--- src/rtl/mem_resp_pkg.sv ---
// Shared types and constants for the wait-state memory responder.
// Used by mem_resp_array and mem_responder.
package mem_resp_pkg;

  localparam int DATA_W = 16;
  localparam int ADDR_W = 16;

  typedef enum logic [1:0] {
    IDLE = 2'd0,
    WAIT = 2'd1,
    RESP = 2'd2
  } state_e;

  // Unsigned range check; no wrap, so 16'hFFFF is never in range
  function automatic logic addr_in_range(
    input logic [ADDR_W-1:0] a,
    input int unsigned       depth
  );
    return 32'(a) < depth;
  endfunction

endpackage

--- src/rtl/mem_resp_array.sv ---
// Word storage for mem_responder: synchronous write, combinational
// read at the index of the transaction being served. Not reset.
module mem_resp_array
  import mem_resp_pkg::*;
#(
  parameter int DEPTH = 101,
  parameter int IDX_W = 7
) (
  input  logic              clk,
  input  logic              we,
  input  logic [IDX_W-1:0]  idx,
  input  logic [DATA_W-1:0] wdata,
  output logic [DATA_W-1:0] rdata
);

  logic [DATA_W-1:0] mem_q [DEPTH];

  // Commit a store on the clock edge the responder enters RESP
  always_ff @(posedge clk) begin
    if (we) begin
      mem_q[idx] <= wdata;
    end
  end

  assign rdata = mem_q[idx];

endmodule

--- src/rtl/mem_responder.sv ---
// Single-port memory responder with req/ack handshake and optional
// wait states (enabled by defining MEM_RESPONDER_WAIT_EN).
module mem_responder
  import mem_resp_pkg::*;
#(
  parameter int DEPTH       = 101,
  parameter int WAIT_CYCLES = 2
) (
  input  logic              clk,
  input  logic              rst_n,
  input  logic              req,
  input  logic              we,
  input  logic [ADDR_W-1:0] addr,
  input  logic [DATA_W-1:0] wdata,
  output logic              ack,
  output logic [DATA_W-1:0] rdata,
  output logic              err,
  output logic              busy
);

  localparam int IDX_W = (DEPTH > 1) ? $clog2(DEPTH) : 1;

  state_e            state_q, state_d;
  logic [ADDR_W-1:0] addr_q, addr_d;
  logic              we_q, we_d;
  logic [DATA_W-1:0] wdata_q, wdata_d;
  logic              ack_q, ack_d;
  logic              err_q, err_d;
  logic              busy_q, busy_d;
  logic [DATA_W-1:0] rdata_q, rdata_d;

`ifdef MEM_RESPONDER_WAIT_EN
  localparam logic [3:0] WAIT_INIT = 4'(WAIT_CYCLES);
  logic [3:0] cnt_q, cnt_d;
`else
  logic unused_wait_cfg;
  assign unused_wait_cfg = ^4'(WAIT_CYCLES);
`endif

  logic [ADDR_W-1:0] t_addr;
  logic              t_we;
  logic [DATA_W-1:0] t_wdata;
  logic              t_hit;
  logic [IDX_W-1:0]  t_idx;
  logic              enter_resp;
  logic              mem_we;
  logic [DATA_W-1:0] arr_rdata;

  // Transaction view: live inputs in IDLE, captured copy afterwards
  always_comb begin
    t_addr  = addr_q;
    t_we    = we_q;
    t_wdata = wdata_q;
    if (state_q == IDLE) begin
      t_addr  = addr;
      t_we    = we;
      t_wdata = wdata;
    end
  end

  assign t_hit = addr_in_range(t_addr, DEPTH);
  assign t_idx = t_hit ? t_addr[IDX_W-1:0] : '0;

  // Next-state and registered-output computation
  always_comb begin
    state_d = state_q;
    addr_d  = addr_q;
    we_d    = we_q;
    wdata_d = wdata_q;
`ifdef MEM_RESPONDER_WAIT_EN
    cnt_d   = cnt_q;
`endif
    unique case (state_q)
      IDLE: begin
        if (req) begin
          addr_d  = addr;
          we_d    = we;
          wdata_d = wdata;
`ifdef MEM_RESPONDER_WAIT_EN
          cnt_d   = WAIT_INIT;
          if (WAIT_INIT == 4'd0) begin
            state_d = RESP;
          end else begin
            state_d = WAIT;
          end
`else
          state_d = RESP;
`endif
        end
      end
`ifdef MEM_RESPONDER_WAIT_EN
      WAIT: begin
        cnt_d = cnt_q - 4'd1;
        if (cnt_q == 4'd1) begin
          state_d = RESP;
        end
      end
`endif
      RESP: begin
        state_d = IDLE;
      end
      default: begin
        state_d = IDLE;
      end
    endcase
  end

  assign enter_resp = (state_d == RESP) && (state_q != RESP);
  assign mem_we     = rst_n && enter_resp && t_we && t_hit;

  // Response strobe, error flag and held read data
  always_comb begin
    ack_d   = enter_resp;
    err_d   = enter_resp && !t_hit;
    busy_d  = (state_d != IDLE);
    rdata_d = rdata_q;
    if (enter_resp) begin
      if (!t_hit) begin
        rdata_d = '0;
      end else if (!t_we) begin
        rdata_d = arr_rdata;
      end
    end
  end

  // FSM and output registers with synchronous active-low reset
  always_ff @(posedge clk) begin
    if (!rst_n) begin
      state_q <= IDLE;
      addr_q  <= '0;
      we_q    <= 1'b0;
      wdata_q <= '0;
      ack_q   <= 1'b0;
      err_q   <= 1'b0;
      busy_q  <= 1'b0;
      rdata_q <= '0;
`ifdef MEM_RESPONDER_WAIT_EN
      cnt_q   <= '0;
`endif
    end else begin
      state_q <= state_d;
      addr_q  <= addr_d;
      we_q    <= we_d;
      wdata_q <= wdata_d;
      ack_q   <= ack_d;
      err_q   <= err_d;
      busy_q  <= busy_d;
      rdata_q <= rdata_d;
`ifdef MEM_RESPONDER_WAIT_EN
      cnt_q   <= cnt_d;
`endif
    end
  end

  mem_resp_array #(
    .DEPTH (DEPTH),
    .IDX_W (IDX_W)
  ) u_array (
    .clk   (clk),
    .we    (mem_we),
    .idx   (t_idx),
    .wdata (t_wdata),
    .rdata (arr_rdata)
  );

  assign ack   = ack_q;
  assign err   = err_q;
  assign busy  = busy_q;
  assign rdata = rdata_q;

endmodule

--- config.mk ---
export PLATFORM = sky130hd
export DESIGN_NAME = mem_responder
export DESIGN_NICKNAME = d
export VERILOG_FILES = /design/src/rtl/mem_resp_pkg.sv /design/src/rtl/mem_resp_array.sv /design/src/rtl/mem_responder.sv
export SDC_FILE = /design/constraint.sdc
export NUM_CORES = 2
export LEC_CHECK = 0
export CAP_MARGIN = 20
export CORE_MARGIN = 5
export CORE_UTILIZATION = 45
export CTS_BUF_LIST = sky130_fd_sc_hd__clkbuf_8
export DETAILED_ROUTE_END_ITERATION = 10
export HOLD_SLACK_MARGIN = 0.06
export PLACE_DENSITY = 0.65
export REMOVE_ABC_BUFFERS = 1
export SYNTH_ARGS = -nofsm -noshare
export SYNTH_HDL_FRONTEND = slang
export SYNTH_HIERARCHICAL = 1
export SYNTH_SLANG_ARGS = --single-unit
--- constraint.sdc ---
create_clock -name clk -period 11.8 [get_ports clk]
set_input_delay 3.54 -clock clk [delete_from_list [all_inputs] [get_ports clk]]
set_output_delay 3.54 -clock clk [all_outputs]
set_load 0.005 [all_outputs]
==> out/results.txt <==
Die H: 389 µm
Final core utilization: 0.510
Clk buf depth: 4
Pwr/cell area: 165 mW/mm²
WHS: 0.455 ns
Number of flops mapped to enable cells by yosys: 1,616
Post-route DRC: 0
PostCTS Resize Cnt: 0
Die ar.: 0.151 mm²
Yosys cell types: 85
TritonCTS clock tree: done
CTS Buf Count: 286
Mapped Area: 0.0647 mm²
Placed Area: 0.0682 mm²
DP HPWL: 128,000 µm
Residual antenna-violating net count after detailed routing: 0
R2R cell count: 16
Routed len/inst: 33.8 µm
Global-route wire length before repair: 301,000 µm
Period utilization: 0.739
Status: finished clean
Root Buffer: clkbuf_8
Min Tclk post-route: 8.72 ns
Antenna violations before repair: 13
Hold Path Stages: 2
Sequential element share of the synthesized area: 0.767
Placement Setup Slack: 2.28 ns
Hold crit path type: reg -> reg
Top-area cell type share of the netlist area: 0.750
Final net count: 4,326
CP arrival: 9.56 ns
Port buffer count: 54
Kind of critical path: in -> reg
CP Launch Type: input pin
Clock share of power: 0.383
Area contributors post-synth: edfxtp_1 (75%), a22oi_1 (3.1%), a221oi_1 (2.8%)
Lkg Pwr: 23.4 nW
Horiz. Die Dim: 389 µm
Synth Warn #: 6
Vias per Instance: 6.63
Synth-to-Final Area Change: 13.0%
Initial Util: 0.451
CP endpoint kind: flip-flop
Sw Share: 0.242
Vias in the first global route: 39.8k
Post-synth ARST share: 0
Switching component of the power: 0.00292 W
Routability Congestion: 0.945
DR pass1 iterations: 9
Iter 0 DRT Violations: 6,746
Fill cell count: 11.7k
Worst-path clk slew: 0.07 ns
Final hold violation count: 0
Pint: 0.00916 W
Core footprint: 0.143 mm²
Seq pwr share: 0.543
Critical-path maximum fanout: 15
Gate Count Post-Synth: 4,023
Pin count of the biggest net entering global routing: 106
Post-CTS setup buffer count: 0
Slew Viols, Final: 0
Combinational fraction of design power: 0.074
Worst setup margin: 3.08 ns
Setup TNS: 0 ns
Least-Margin Pin Slew: 1.28 ns
Share of layout cells above drive strength 1: 0.150
Cell accounting for the most synthesized area: edfxtp_1
Clk sinks: 1,669
Grt total ovfl: 0
Clk Latency, worst-skew pair: 1.01 ns
I/O Pins: 55
Design area: 0.0731 mm²
Rows: 139
Hold buffers post-CTS: 0
Number of max-cap violations: 0
Fmax: 0.115 GHz
Clock H-tree levels: 5
DRT Wirelength: 215,000 µm
Slew headroom: 0.126
RSZ-0062 raised after global routing: no
Worst IR Drop VDD: 0.127 mV
Primary FF master, synth: edfxtp_1
Global-route usage over all layers: 0.277
CP Data Required Time: 12.64 ns
Top-count cell post-synth: edfxtp_1
Synth top cells by count: edfxtp_1 (1,616), nand2_1 (304), a22oi_1 (268)
Register bit total from synthesis: 1,669
Syn_area_per_cell: 16.1 µm²
Finish-stage setup viols: 0
Vias: 42.2k
Final Skew: 0.0694 ns
## placed cells by master, fill, tap and decap left out, types with 16 or more instances in the layout
cell type        count
o221ai_1            28
nor2_1             211
clkbuf_8           297
buf_4              214
nand2_4             16
a221oi_1           209
nor3_1              22
a31oi_1             16
edfxtp_1          1616
nand3_1             17
mux4_2              31
a22o_1              27
mux2_2              36
o22ai_1            126
nor2b_1             31
a22oi_1            268
inv_1              105
clkinv_1            54
dfxtp_1             53
nand2_1            288
a21oi_1            212
clkdlybuf4s50_1     54
mux2i_1            139
o21ai_0            147
## registers in the layout, indices dropped and copies added (netlist names)
signal,count
ack,1
addr_q,16
busy,1
err,1
rdata,16
state_q,2
u_array/mem_q,1616
wdata_q,16
## power by group through the flow
stage / sequential, W / combinational (W) / clock (W)
6_report: 0.00656 / 0.000898 / 0.00462
3_5_place_dp: 0.00668 / 0.000856 / 0
2_1_floorplan: 0.00669 / 0.000498 / 0
5_1_grt: 0.00655 / 0.000912 / 0.00495
4_1_cts: 0.00656 / 0.000859 / 0.00466
3_3_place_gp: 0.00668 / 0.000848 / 0
## cells by family after synthesis
group                  share of synthesized area
AO/OA/AOI/OAI                              0.128
flip-flops                                 0.767
other                                  0.0000580
AND/OR/NAND/NOR                           0.0430
buffers and inverters                     0.0235
multiplexers                              0.0392
## metal layers
layer	vias to the layer above	global-route usage	part of all wire
li1	16800	-	-
met1	21200	0.377	0.37
met2	3585	0.400	0.43
met3	638	0.0911	0.15
met4	12	0.138	0.056
met5	-	0	0.00042
## final cells by class
type,count,area [µm²],share of cell area
sequential,1669,49600,0.678
multi-input combinational,2038,13800,0.189
clock buffer,297,4090,0.0559
timing repair buffer,282,2400,0.0329
tap,1903,2380,0.0326
clock inverter,164,743,0.0102
inverter,13,57.6,0.000787
antenna,4,10.0,0.000137
## through the flow
step           total power (W)  cells
4_1_cts                 0.0121   6363
3_3_place_gp           0.00753   5900
5_1_grt                 0.0124   6367
6_report                0.0121   6370
2_1_floorplan          0.00719   3720
3_5_place_dp           0.00754   5902
## worst max-delay path: stages
cell and delay [ns]:
clkdlybuf4s50_1 0.52, nand2b_1 0.12, o221ai_1 0.22, a32oi_4 0.38, o21ai_2 0.34, a21oi_4 0.80
clkinv_1 0.28, buf_4 0.33, nand2_1 0.80, nor2_1 0.40, a22o_1 0.35, or4_1 0.58
or3_1 0.48, nor2b_1 0.18, o2111ai_1 0.09, a31oi_1 0.12
## path summary, 6_finish.rpt
check                    end  slack [ns]  startpoint
setup / recovery   rdata[15]        3.08     addr[7]
hold reg to reg   addr_q[13]        0.46  addr_q[13]
setup reg to reg   rdata[15]        5.35  state_q[1]
hold / removal    addr_q[13]        0.46  addr_q[13]
No activity file was read; power rests on OpenSTA's default activity.
